$ cat config.mk
export PLATFORM = sky130hd
export DESIGN_NAME = chunk_serial_adder
export DESIGN_NICKNAME = d
export VERILOG_FILES = /design/src/rtl/adder_pkg.sv /design/src/rtl/chunk_adder.sv /design/src/rtl/chunk_serial_adder.sv
export SDC_FILE = /design/constraint.sdc
export NUM_CORES = 1
export LEC_CHECK = 0
export CAP_MARGIN = 30
export CELL_PAD_IN_SITES_DETAIL_PLACEMENT = 2
export CELL_PAD_IN_SITES_GLOBAL_PLACEMENT = 2
export CORE_MARGIN = 3
export CORE_UTILIZATION = 39
export CTS_CLUSTER_DIAMETER = 80
export CTS_CLUSTER_SIZE = 25
export DETAILED_ROUTE_END_ITERATION = 10
export PLACE_DENSITY_LB_ADDON = 0.1
export SYNTH_ARGS = -nofsm -noshare
export SYNTH_HDL_FRONTEND = slang
export SYNTH_SLANG_ARGS = --single-unit
$ cat constraint.sdc
create_clock -name clk -period 6.53 [get_ports clk]
set_input_delay 1.306 -clock clk [delete_from_list [all_inputs] [get_ports clk]]
set_output_delay 1.306 -clock clk [all_outputs]
set_load 0.01 [all_outputs]
$ cat src/rtl/adder_pkg.sv
// Shared definitions for the chunk-serial adder: FSM state encoding.
package adder_pkg;

   typedef enum logic [1:0] {
      IDLE = 2'd0,
      ADD  = 2'd1,
      DONE = 2'd2
   } state_t;

endpackage

$ cat src/rtl/chunk_adder.sv
// Combinational CHUNK-bit ripple-carry adder used once per cycle by the
// serial adder. c_msb exposes the carry into the top bit so the caller can
// form signed overflow on the most significant chunk.
module chunk_adder #(
   parameter int CHUNK = 8
) (
   input  logic [CHUNK-1:0] a,
   input  logic [CHUNK-1:0] b,
   input  logic             ci,
   output logic [CHUNK-1:0] s,
   output logic             co,
   output logic             c_msb
);

   logic [CHUNK:0] w_c;

   // Ripple the carry bit by bit through the chunk.
   always_comb begin
      w_c    = '0;
      s      = '0;
      w_c[0] = ci;
      for (int i = 0; i < CHUNK; i++) begin
         s[i]     = a[i] ^ b[i] ^ w_c[i];
         w_c[i+1] = (a[i] & b[i]) | (a[i] & w_c[i]) | (b[i] & w_c[i]);
      end
   end

   assign co    = w_c[CHUNK];
   assign c_msb = w_c[CHUNK-1];

endmodule

$ cat src/rtl/chunk_serial_adder.sv
// Multi-cycle WIDTH-bit adder: adds CHUNK bits per clock, carrying between
// chunks in a 1-bit register. Valid/ready on both sides; one addition takes
// an accept cycle, NCHUNK add cycles and at least one DONE cycle.
module chunk_serial_adder
   import adder_pkg::*;
#(
   parameter int WIDTH = 32,
   parameter int CHUNK = 8
) (
   input  logic             clk,
   input  logic             rst_n,
   input  logic             in_valid,
   output logic             in_ready,
   input  logic [WIDTH-1:0] a,
   input  logic [WIDTH-1:0] b,
   input  logic             cin,
   output logic             out_valid,
   input  logic             out_ready,
   output logic [WIDTH-1:0] sum,
   output logic             cout,
   output logic             overflow
);

   localparam int NCHUNK = WIDTH / CHUNK;
   localparam int IDX_W  = (NCHUNK > 1) ? $clog2(NCHUNK) : 1;
   localparam logic [IDX_W-1:0] LAST_IDX = IDX_W'(NCHUNK - 1);

   // Reject illegal parameter combinations at elaboration.
   if (CHUNK < 1 || CHUNK > WIDTH || (WIDTH % CHUNK) != 0) begin : g_param_chk
      $error("chunk_serial_adder: WIDTH must be a positive multiple of CHUNK");
   end

   state_t             r_state;
   state_t             w_next;
   logic [WIDTH-1:0]   r_a;
   logic [WIDTH-1:0]   r_b;
   logic               r_carry;
   logic [IDX_W-1:0]   r_idx;
   logic [WIDTH-1:0]   r_sum;
   logic               r_cout;
   logic               r_ovf;

   logic [CHUNK-1:0]   w_a_chunk;
   logic [CHUNK-1:0]   w_b_chunk;
   logic [CHUNK-1:0]   w_s;
   logic               w_co;
   logic               w_c_msb;
   logic               w_last;

   // Select the operand chunk currently being added.
   assign w_a_chunk = r_a[r_idx*CHUNK +: CHUNK];
   assign w_b_chunk = r_b[r_idx*CHUNK +: CHUNK];
   assign w_last    = (r_idx == LAST_IDX);

   chunk_adder #(
      .CHUNK (CHUNK)
   ) u_chunk_adder (
      .a     (w_a_chunk),
      .b     (w_b_chunk),
      .ci    (r_carry),
      .s     (w_s),
      .co    (w_co),
      .c_msb (w_c_msb)
   );

   // FSM state register.
   always_ff @(posedge clk or negedge rst_n) begin
      if (!rst_n) begin
         r_state <= IDLE;
      end else begin
         r_state <= w_next;
      end
   end

   // Next-state logic: accept in IDLE, step through chunks, hold in DONE.
   always_comb begin
      w_next = r_state;
      case (r_state)
         IDLE: if (in_valid)  w_next = ADD;
         ADD:  if (w_last)    w_next = DONE;
         DONE: if (out_ready) w_next = IDLE;
         default:             w_next = IDLE;
      endcase
   end

   // Datapath: latch operands on accept, accumulate one chunk per ADD cycle,
   // capture carry/overflow from the most significant chunk. Nothing is
   // written in DONE so the result stays frozen under backpressure.
   always_ff @(posedge clk or negedge rst_n) begin
      if (!rst_n) begin
         r_a     <= '0;
         r_b     <= '0;
         r_carry <= 1'b0;
         r_idx   <= '0;
         r_sum   <= '0;
         r_cout  <= 1'b0;
         r_ovf   <= 1'b0;
      end else begin
         case (r_state)
            IDLE: begin
               if (in_valid) begin
                  r_a     <= a;
                  r_b     <= b;
                  r_carry <= cin;
                  r_idx   <= '0;
               end
            end
            ADD: begin
               r_sum[r_idx*CHUNK +: CHUNK] <= w_s;
               r_carry <= w_co;
               if (w_last) begin
                  // Index parks at zero so the operand mux never leaves range.
                  r_idx  <= '0;
                  r_cout <= w_co;
                  r_ovf  <= w_c_msb ^ w_co;
               end else begin
                  r_idx <= r_idx + 1'b1;
               end
            end
            default: begin
            end
         endcase
      end
   end

   assign in_ready  = (r_state == IDLE);
   assign out_valid = (r_state == DONE);
   assign sum       = r_sum;
   assign cout      = r_cout;
   assign overflow  = r_ovf;

endmodule

==> reports/results.ini <==
[power_and_ir_drop]
p_sw_uw=1310
pwr-share-seq_pct=33.1
comb_power_share_pct=50.6
power_density_nw_per_um2=554
clockPowerShare_pct=16.3
leakagePower_uw=0.00277
swShare_pct=37.3
intPower_uw=2200
peakVddDrop_v=0.000224

[sta]
rsz0062_at_grt=no
setup_viol=0
fin_crit_ps=4770
timing.final.crit_share_pct=73.0
slew_headroom_pct=42.8
hold_viol_final=0
fin_setup_tns_ps=0
skew_ps=8.98
max_slew.worst_pin.slew_ps=857
fmax_ghz=0.210
slew_viol_final=0

[floorplanning]
rows=40
ios=105
die_area_sq_um=14000
die_w_um=118
core_sq_um=12200
die_h_um=118
initial_core_util_pct=40.4

[flow_run]
maxCapViolCount=0

[cts]
clockBufferDepth=2
cts_setup_buffers=0
hold_buffers=0
cts_tree=done
h-tree-depth=3
clk_latency_ps=350
root_buffer=clkbuf_16
clk_pin_slew_ps=70
ctsResizeCount=0
clock_sinks=103
tritoncts.num_buffers=9

[cells_and_area]
diodes=0
final_area_sq_um=6330
drive_gt1_share_pct=25.9
utilization_pct=52.0
area_growth_pct=28.8
instances_no_fill=585
nets=495

[global_route]
grt_start_max_net_pins=64
antenna_found_initial=0
grtUsageMet1_pct=25.0
grt_use_total_pct=18.6
grt_pass1_wl_um=19900
grt.busiest_layer=met2
grt_pass1_vias=3330
grt_use_met3_pct=3.54
grt-ovfl-total=0
met2_usage_pct=30.9

[outcome]
status=complete, no violations

[critical_path]
path_class=reg -> reg
worstPathArrival_ps=5010
worst_setup_path_end_kind=flop
worstSetupStartpointType=flop
worstPathRequired_ps=6770
reg2reg_slack_ps=1760
worst_r2r_startpoint=r_idx[0]
cp-startpoint=r_idx[0]
critPathMaxFanout=13

[synth]
synth-edff-count=0
ys_seq_area_share_pct=52.5
synth_ff_type=dfrtp_1
async_reset_ff_share_pct=100
syn_area_sq_um=4910
netlist.top_cell.by_area=dfrtp_1
yosysMostFrequentCell=dfrtp_1
synth_top_area_share_pct=52.5
synth_area_leaders=dfrtp_1, mux2_4, mux4_2
yosysWarnings=0
ys_ff_latch=103
synth_nets=390
synth_area_per_cell_sq_um=16.0
yosys-top-cells-count=dfrtp_1, mux2_4, o2bb2ai_1
synth_cell_types=32
synthCells=307

[route]
wl_per_cell_um=21.4
dr.pass1.iters=4
drt_iter0_markers=117
via_per_inst=5.03
vias=2945
drc_errors=0
drt-total-wl_um=12500
ant_nets=0

[placed_design]
dpl.cell_count=569
place_congestion=0.737
dpl_cell_area_sq_um=6010
dpl.hpwl_um=9270
port_buffers=104

[min_path]
hp-start=sum[12]
hp-class=reg -> reg

area by class of cell:
cell class | count | area (sq um)
multi-input cells | 169 | 2070
repair buffers | 109 | 1080
fillers | 1130 | 5840
flip-flops and latches | 103 | 2580
well taps | 168 | 210
inverters | 20 | 75.1
clock inverters | 4 | 51.3
clock buffers | 12 | 267
registers in the layout (all words and copies together), names as in the netlist:
name	count
sum	32
r_carry	1
r_a	32
r_b	32
cout	1
r_state	2
overflow	1
r_idx	2
path summary, 6_finish.rpt:
kind / cells past startpoint / end
max in group asynchronous: 2 / r_a[15]
min: 2 / sum[12]
max reg2reg: 13 / sum[31]
min reg2reg: 2 / sum[12]
min in group asynchronous: 1 / sum[17]
max: 13 / sum[31]
cells by family (layout without fill, tap and decap cells):
kind of cell               Yosys count  in the layout  share of synthesized area [%]
buffers and inverters               35            145                           5.38
AOI/OAI and AO/OA                   40             40                           6.45
xor gates and xnor gates             1              1                          0.178
and+or+nand+nor                     33             33                           3.90
muxes                               81             81                           26.8
adders and majority gates           14             14                           4.79
DFF                                103            103                           52.5
power groups by stage:
| stage | Clock (uW) | Sequential [uW] | Combinational, uW |
|---|---|---|---|
| 3_5_place_dp | 0 | 1170 | 1790 |
| 4_1_cts | 583 | 1170 | 1810 |
| 2_1_floorplan | 0 | 1070 | 1300 |
| 6_report | 570 | 1160 | 1770 |
| 3_3_place_gp | 0 | 1160 | 1700 |
| 5_1_grt | 610 | 1200 | 1940 |
metrics by stage:
stage	hold WS (ps)	setup slack (ps)	power [uW]
after global routing	505	1500	3760
after detailed placement	473	1720	2960
final	484	1760	3510
after global placement	459	1860	2860
after floorplan	476	2250	2370
after CTS	488	1670	3560
critical path: stages, from the launching register on:
cell and delay [ps]:
dfrtp_1 700, buf_4 310, mux4_2 250, fa_1 170
inv_1 50, fa_1 380, fa_1 430, fa_1 400
fa_1 390, fa_1 390, fa_1 440, inv_1 100
fa_1 430, a22o_1 210
placed cells by master (no fill, tap or decap), types with 8 or more instances in the layout:
master	synthesis	routed
clkbuf_16	0	9
clkdlybuf4s50_1	0	103
dfrtp_1	103	103
fa_1	8	8
inv_1	20	20
mux2_4	60	60
mux4_2	16	16
nand2_1	17	17
o2bb2ai_1	22	22
o31ai_1	8	8
metal layers:
metal	vias to the layer above	part of all wire [%]
met1	1541	45
met5	-	0
li1	1313	-
met2	76	50
met4	0	1.4
met3	15	3.9
Power figures use the tool's default switching activity.
